==> src/rtl/dice_pkg.sv <==
// Shared types and constants for the electronic-dice blocks: reader FSM states,
// legal face range and the 7-LED pip patterns.
package dice_pkg;

  typedef enum logic [1:0] {
    IDLE,
    ROLLING,
    SETTLE,
    SHOW
  } state_e;

  localparam logic [2:0] FACE_MIN = 3'd1;
  localparam logic [2:0] FACE_MAX = 3'd6;

  // LED positions on the face
  localparam int PIP_TL = 0;
  localparam int PIP_TR = 1;
  localparam int PIP_ML = 2;
  localparam int PIP_C  = 3;
  localparam int PIP_MR = 4;
  localparam int PIP_BL = 5;
  localparam int PIP_BR = 6;

  localparam logic [6:0] PIPS_1 = 7'h08;
  localparam logic [6:0] PIPS_2 = 7'h41;
  localparam logic [6:0] PIPS_3 = 7'h49;
  localparam logic [6:0] PIPS_4 = 7'h63;
  localparam logic [6:0] PIPS_5 = 7'h6B;
  localparam logic [6:0] PIPS_6 = 7'h77;

endpackage

==> src/rtl/dice_reader_if.sv <==
// Dice-side inputs and LED/score outputs of the dice reader.
// master = dice/board side, slave = reader.
interface dice_reader_if #(
  parameter int SUM_W = 8,
  parameter int CNT_W = 6
);
  logic             button;
  logic [2:0]       throw;
  logic             clr_score;
  logic [6:0]       pips;
  logic [2:0]       result;
  logic             valid;
  logic             err;
  logic [SUM_W-1:0] total;
  logic [CNT_W-1:0] count;

  modport master (
    output button, throw, clr_score,
    input  pips, result, valid, err, total, count
  );

  modport slave (
    input  button, throw, clr_score,
    output pips, result, valid, err, total, count
  );
endinterface

==> src/rtl/dice_pip_decoder.sv <==
// Combinational face -> pip pattern; illegal faces give a blank face.
module dice_pip_decoder
  import dice_pkg::*;
(
  input  logic [2:0] face,
  output logic [6:0] pips
);
  always_comb begin
    pips = 7'h00;
    case (face)
      3'd1: pips = PIPS_1;
      3'd2: pips = PIPS_2;
      3'd3: pips = PIPS_3;
      3'd4: pips = PIPS_4;
      3'd5: pips = PIPS_5;
      3'd6: pips = PIPS_6;
      default: pips = 7'h00;
    endcase
  end
endmodule

==> src/rtl/dice_reader.sv <==
// Dice consumer: waits for the throw to settle after release, latches the face,
// drives the pip LEDs and keeps a saturating total and throw count.
module dice_reader
  import dice_pkg::*;
#(
  parameter int SETTLE_CYCLES = 4,
  parameter int SUM_W         = 8,
  parameter int CNT_W         = 6
) (
  input logic clk,
  input logic rst,
  dice_reader_if.slave bus
);
  localparam int SC_W = (SETTLE_CYCLES > 2) ? $clog2(SETTLE_CYCLES) : 1;

  state_e           state_q, state_d;
  logic [SC_W-1:0]  settle_cnt_q, settle_cnt_d;
  logic [2:0]       prev_throw_q, prev_throw_d;
  logic [2:0]       result_q, result_d;
  logic             valid_q, valid_d;
  logic             err_q, err_d;
  logic [SUM_W-1:0] total_q, total_d;
  logic [CNT_W-1:0] count_q, count_d;
  logic [6:0]       pips_q, pips_d;
  logic [6:0]       face_pips;
  logic [SUM_W:0]   sum_ext;
  logic             stable, legal;

  dice_pip_decoder u_dec (.face(result_q), .pips(face_pips));

  assign stable  = (bus.throw == prev_throw_q);
  assign legal   = (bus.throw >= FACE_MIN) && (bus.throw <= FACE_MAX);
  assign sum_ext = {1'b0, total_q} + (SUM_W+1)'(bus.throw);

  always_comb begin
    state_d      = state_q;
    settle_cnt_d = settle_cnt_q;
    prev_throw_d = prev_throw_q;
    result_d     = result_q;
    valid_d      = 1'b0;
    err_d        = err_q;
    total_d      = total_q;
    count_d      = count_q;
    case (state_q)
      IDLE: if (bus.button) state_d = ROLLING;
      ROLLING: begin
        if (!bus.button) begin
          state_d      = SETTLE;
          settle_cnt_d = '0;
          prev_throw_d = bus.throw;
        end
      end
      SETTLE: begin
        prev_throw_d = bus.throw;
        settle_cnt_d = stable ? settle_cnt_q + 1'b1 : '0;
        if (bus.button) begin
          state_d = ROLLING;
        end else if (stable && settle_cnt_q == SC_W'(SETTLE_CYCLES-2)) begin
          if (legal) begin
            state_d  = SHOW;
            result_d = bus.throw;
            valid_d  = 1'b1;
            err_d    = 1'b0;
            total_d  = sum_ext[SUM_W] ? {SUM_W{1'b1}} : sum_ext[SUM_W-1:0];
            count_d  = (count_q == {CNT_W{1'b1}}) ? count_q : count_q + 1'b1;
          end else begin
            state_d = IDLE;
            err_d   = 1'b1;
          end
        end
      end
      SHOW: if (bus.button) state_d = ROLLING;
      default: state_d = IDLE;
    endcase
    // Clear beats a same-cycle acceptance for the score only
    if (bus.clr_score) begin
      total_d = '0;
      count_d = '0;
    end
    pips_d = (state_q == SHOW) ? face_pips : 7'h00;
  end

  always_ff @(posedge clk) begin
    if (rst) begin
      state_q      <= IDLE;
      settle_cnt_q <= '0;
      prev_throw_q <= '0;
      result_q     <= '0;
      valid_q      <= 1'b0;
      err_q        <= 1'b0;
      total_q      <= '0;
      count_q      <= '0;
      pips_q       <= '0;
    end else begin
      state_q      <= state_d;
      settle_cnt_q <= settle_cnt_d;
      prev_throw_q <= prev_throw_d;
      result_q     <= result_d;
      valid_q      <= valid_d;
      err_q        <= err_d;
      total_q      <= total_d;
      count_q      <= count_d;
      pips_q       <= pips_d;
    end
  end

  assign bus.pips   = pips_q;
  assign bus.result = result_q;
  assign bus.valid  = valid_q;
  assign bus.err    = err_q;
  assign bus.total  = total_q;
  assign bus.count  = count_q;
endmodule

==> src/flat_wrapper.sv <==
// flat-port wrapper written by rule: the top's interface ports become plain ports
module dice_reader_flat import dice_pkg::*;
#(
  parameter int SETTLE_CYCLES = 4,
  parameter int SUM_W         = 8,
  parameter int CNT_W         = 6
)
  (clk, rst, bus_button, bus_throw, bus_clr_score, bus_pips, bus_result, bus_valid, bus_err, bus_total, bus_count);
  dice_reader_if #(.SUM_W(SUM_W), .CNT_W(CNT_W)) bus_i ();
  input logic clk;
  input logic rst;
  input wire logic [$bits(bus_i.button)-1:0] bus_button;
  input wire logic [$bits(bus_i.throw)-1:0] bus_throw;
  input wire logic [$bits(bus_i.clr_score)-1:0] bus_clr_score;
  output wire logic [$bits(bus_i.pips)-1:0] bus_pips;
  output wire logic [$bits(bus_i.result)-1:0] bus_result;
  output wire logic [$bits(bus_i.valid)-1:0] bus_valid;
  output wire logic [$bits(bus_i.err)-1:0] bus_err;
  output wire logic [$bits(bus_i.total)-1:0] bus_total;
  output wire logic [$bits(bus_i.count)-1:0] bus_count;
  assign bus_i.button = bus_button;
  assign bus_i.throw = bus_throw;
  assign bus_i.clr_score = bus_clr_score;
  assign bus_pips = bus_i.pips;
  assign bus_result = bus_i.result;
  assign bus_valid = bus_i.valid;
  assign bus_err = bus_i.err;
  assign bus_total = bus_i.total;
  assign bus_count = bus_i.count;
  dice_reader #(.SETTLE_CYCLES(SETTLE_CYCLES), .SUM_W(SUM_W), .CNT_W(CNT_W)) u_core (.clk(clk), .rst(rst), .bus(bus_i));
endmodule
==> config.mk <==
export PLATFORM = sky130hd
export DESIGN_NAME = dice_reader_flat
export DESIGN_NICKNAME = d
export VERILOG_FILES = /design/src/rtl/dice_pkg.sv /design/src/rtl/dice_reader_if.sv /design/src/rtl/dice_pip_decoder.sv /design/src/rtl/dice_reader.sv /design/src/flat_wrapper.sv
export SDC_FILE = /design/constraint.sdc
export NUM_CORES = 1
export LEC_CHECK = 0
export CAP_MARGIN = 25
export CORE_UTILIZATION = 45
export DETAILED_ROUTE_END_ITERATION = 10
export PLACE_DENSITY = 0.81
export SLEW_MARGIN = 10
export SYNTH_ARGS = -nofsm -noshare
export SYNTH_HDL_FRONTEND = slang
export SYNTH_SLANG_ARGS = --single-unit
==> constraint.sdc <==
create_clock -name clk -period 1.9 [get_ports clk]
set_input_delay 0.38 -clock clk [delete_from_list [all_inputs] [get_ports clk]]
set_output_delay 0.38 -clock clk [all_outputs]
set_load 0.01 [all_outputs]
---- Word level (Yosys, flattened, before mapping) ----
Index checks and enable logic that the tools add are counted.
Widths: inputs -> output; s select.
word-level totals
  bits in registers ....................... 33
  memories ................................ 0
  bits in latches ......................... 0
  bits in writable memories ............... 0
  memory bits (read-only) ................. 0
  logic and storage cells ................. 62
  input port bits ......................... 7
cells by class
  bitwise gates (word level) .............. 5
  multiplexer cells ....................... 15
  $add $sub $neg .......................... 3
  equality and inequality tests ........... 15
  divide/modulo/power cells ............... 0
  $lt $le $gt $ge ......................... 2
  multiply operators ...................... 0
  reductions and logical operators ........ 13
  shift operators ......................... 0
operators by type and width
  kind                 count
  $pmux 7 s6           1
  $mux 2               7
  $add 8x3->9          1
  $eq 3x3->1 const B   3
  $mux 8               1
  $add 6x1->6 const B  1
  $eq 2x2->1 const B   3
  $eq 3x2->1 const B   2
  $eq 6x6->1 const B   1
  $pmux 2 s3           1
  $pmux 3 s2           1
  $reduce_and 3->1     2
  $reduce_or 2->1      3
  $not 1->1            5
  $reduce_and 5->1     1
  $pmux 2 s2           1
  $reduce_and 4->1     1
  $reduce_or 4->1      1
  $eq 3x1->1 const B   1
  $eq 3x3->1           1
  $ge 3x1->1 const B   1
  $le 3x3->1 const B   1
  $mux 3               1
  $ne 3x2->1 const B   1
  other kinds (9)      11

---- Logic depth before layout (Yosys ltp) ----
  depth after elaboration ................. 6
  depth in mapped cells ................... 8
  gate-level depth less buffers ........... 6

---- Cells and area by module ----
Synthesis repeated with hierarchy kept, for this count alone.
second synthesis, totals
  cell total of the unflattened synthesis .. 185
  area, all modules ....................... 1,725.4 um^2
modules (own cells, without submodules)
  module            instances  cells an instance  area an instance (um^2)
  dice_reader       1          176                1,669.1
  dice_pip_decoder  1          9                  56.3

---- Worst setup path after synthesis ----
Ideal clock, no wire load.
  kind .................................... input to register
  start point ............................. in bus_throw[0]
  end point ............................... reg u_core.total_q[3] (netlist: u_core.bus.total[3])
  arrival time ............................ 1,733 ps
  data required time ...................... 1,781 ps
  stages .................................. 6
  library setup time ...................... 119 ps
  slack ................................... 48 ps
  path through ............................ ha_1 fa_1 a21oi_1 nand3b_1 a211oi_1 o221a_2
between the ends
  longest elaborated chain between the ends .. 3
  elaborated cells between the ends (all ways) .. 8
  classes of those cells .................. add/sub (1); order compare (2); eq/ne (1); mux (1); reduce/logical (3)
ends and longest elaborated chain
  element                                              RTL line            RTL
  start: declaration                                   flat_wrapper.sv:13  input wire logic [$bits(bus_i.throw)-1:0] bus_throw;
  branches (longest 3 deep; another with $add 8x3->9)  -
  end signal: assignment                               dice_reader.sv:101  total_q <= total_d;
  end: declaration                                     dice_reader.sv:22   logic [SUM_W-1:0] total_q, total_d;
Several ways; the timed one is not identified.
A chain may end at the register's enable or synchronous reset.

---- Final worst setup path ----
  start point ............................. reg u_core.total_q[0] (netlist: u_core.bus.total[0])
  end point ............................... reg u_core.total_q[3] (netlist: u_core.bus.total[3])
between the ends
  longest elaborated chain between the ends .. 2
ends and longest elaborated chain
  element      RTL line           RTL
  $add 8x3->9  dice_reader.sv:33  assign sum_ext = {1'b0, total_q} + (SUM_W+1)'(bus.throw);
  $mux 8       dice_reader.sv:64  total_d = sum_ext[SUM_W] ? {SUM_W{1'b1}} : sum_ext[SUM_W-1:0];
Every way passes these cells.

==> impl_metrics.toml <==
[routing]
post-route-drc-count = 0
num_vias = 1673
first_iter_violations = 102
ant_nets = 0
dr.pass1.iters = 4
routed_wl_um = 4330
vias_per_cell = 5.65
routedWlPerCell_um = 14.6

[final_layout]
instances_no_fill = 296
register_area_um2 = 602
final_area_um2 = 2360
drive_above_1_share = 0.280
nNetsFinal = 266
multi_input_comb_area_um2 = 987
num_antenna_cells = 0
fillers = 280
area_growth_pct = 47.0

[placed_design]
dp_hpwl_um = 2980
detailedPlace.worstSlack_ns = -0.439
portBuffers = 32
dp.cells = 284
place_area_um2 = 2190
place.gp.congestion = 0.892

[grt]
use_met3 = 0.0642
grt_pass1_vias = 1491
grt_max_degree = 14
grt_use_met1 = 0.287
antenna_found_initial = 0
grt_pass1_wl_um = 6560
grt_overflow_total = 0
grt_usage = 0.237
grtUsageMet2 = 0.392
busiest_layer = "met2"

[status]
outcome = "completed"

[synth]
yosysWarnings = 0
syn-cell-area_um2 = 1600
postSynthAreaPerCell_um2 = 8.86
synth-edff-count = 0
ys_ff_latch = 30
yosys-top-cells-area = "dfxtp_1, ha_1, a21oi_1, a311oi_1, nor2_1"
synth_top_area_share = 0.374
yosysUniqueCellTypes = 48
ys_seq_area_frac = 0.374
ys.flop_type = "dfxtp_1"
yosysMostFrequentCell = "dfxtp_1"
synth_nets = 198
syn_inst = 181
async_flop_share = 0
yosys.area.top_type = "dfxtp_1"
synthTopCellsByCount = "dfxtp_1, a21oi_1, nor2_1"

[cts]
clock_latency_ns = 0.34
worst_setup_hold_path_clk_slew_ns = 0.10
cts.sinks = 30
clockBufferDepth = 2
cts_buffers = 5
h-tree-depth = 2
cts-root-buf = "clkbuf_4"
cts_tree = "done"
postCtsHoldBufs = 0

[sta]
fin_crit_ns = 1.81
finClkSkew_ns = 0.0156
rsz0062_at_grt = "false"
maxSlewViolCount = 0
max_freq_mhz = 552
worst_slew_pin_slew_ns = 0.498
finalHoldViolCount = 0
setup_slack_ns = 0.0881
hold_ws_ns = 0.465
slew_headroom = 0.666
fin_crit_sh = 0.954
setup_viol = 0

[worst_setup_path]
reg2reg_slack_ns = 0.09
cp_max_fo = 4
path_cells = "ha_2 -> fa_2 -> a21oi_2 -> nand3b_1 -> nand2_1 -> o221a_2"
worstPathArrival_ns = 2.06
critical_path_class = "reg -> reg"
worstPathRequired_ns = 2.14
cp_slowest_cell = "fa_2"
crit_path_end_kind = "flop"
startpoint_type = "flop"
critPathBufInv = 0
critical-path-top-delay-family = "adder cells"
worst_path_largest_cell_delay_ns = 0.40

[floorplanning]
start_util = 0.477
fp-row-count = 21
dieArea_um2 = 3810
die_w_um = 61.7
coreArea_um2 = 3360
dieHeight_um = 61.7
ioPinCount = 33

[power]
p_leak_uw = 0.000926
total_power_uw = 1620
power.density_nw_per_um2 = 686
ir_worst_vdd_uv = 357

[job]
cap_violations = 0

[min_path]
hold_class = "reg -> reg"
==> timing repair <==
action | in CTS | in global routing
gates resized for setup | 3 | 15
setup buffers | 1 | 3
pin swaps | 2 | 5
setup endpoints to repair | 10 | 17
==> cells in the final DEF (no fill, tap or decap), types with 3 or more instances in the layout <==
master,n
a21oi_1,14
a21oi_2,3
a311oi_1,6
a31oi_1,5
buf_4,40
clkbuf_4,5
clkdlybuf4s50_1,29
dfxtp_1,29
ha_1,7
inv_1,7
mux2i_1,4
nand2_1,12
nand3_1,9
nor2_1,13
nor2b_1,4
nor3_1,3
o21ai_0,7
o31ai_1,3
xnor2_2,3
==> tightest hold or removal path: stages, from the launching register on <==
cell and delay (ns):
dfxtp_1 0.32, nand2_1 0.05, a21oi_1 0.05
==> state kept, by name, indices dropped and copies added, names as in the netlist <==
name,cells
u_core.settle_cnt_q,2
u_core.bus.valid,1
u_core.bus.err,1
u_core.bus.total,8
u_core.bus.result,3
u_core.state_q,2
u_core.bus.count,6
u_core.bus.pips,4
u_core.prev_throw_q,3
==> power breakdown <==
| group | switching, uW | internal [uW] | total, uW |
|---|---|---|---|
| logic | 256 | 251 | 507 |
| clock network | 222 | 179 | 400 |
| registers | 38.0 | 670 | 708 |
==> layer usage <==
layer,up-vias,routed length (um)
met5,-,0
met4,0,98
met3,11,238
met2,61,2230
met1,791,1760
li1,810,-
==> stage by stage <==
step           utilization  TNS (ns)
5_1_grt              0.701         0
2_1_floorplan            -         0
6_report             0.701         0
3_3_place_gp         0.651     -6.36
3_5_place_dp         0.651     -7.28
4_1_cts              0.674         0
==> final timing paths <==
check	start	to	depth (start not counted)
worst max-delay path	u_core.bus.total[0]	u_core.bus.total[3]	6
worst max register to register	u_core.bus.total[0]	u_core.bus.total[3]	6
worst min register to register	u_core.settle_cnt_q[0]	u_core.settle_cnt_q[0]	2
worst min-delay path	u_core.settle_cnt_q[0]	u_core.settle_cnt_q[0]	2
==> logic make-up after synthesis <==
kind of cell / count (synthesis) / share of synthesized area
buf+inv: 18 / 0.0562
flops: 30 / 0.374
fa+ha+maj: 10 / 0.0827
xor+xnor: 4 / 0.0218
compound gates: 49 / 0.200
mux: 5 / 0.0320
simple gates: 65 / 0.233
==> final cells by class <==
class | count | share of cell area
Tap cell | 46 | 0.0244
Sequential cell | 30 | 0.255
Clock inverter | 1 | 0.00212
Clock buffer | 7 | 0.0234
Timing Repair Buffer | 72 | 0.265
Multi-Input combinational cell | 133 | 0.419
Inverter | 7 | 0.0111
No activity file was read; power rests on OpenSTA's default activity.
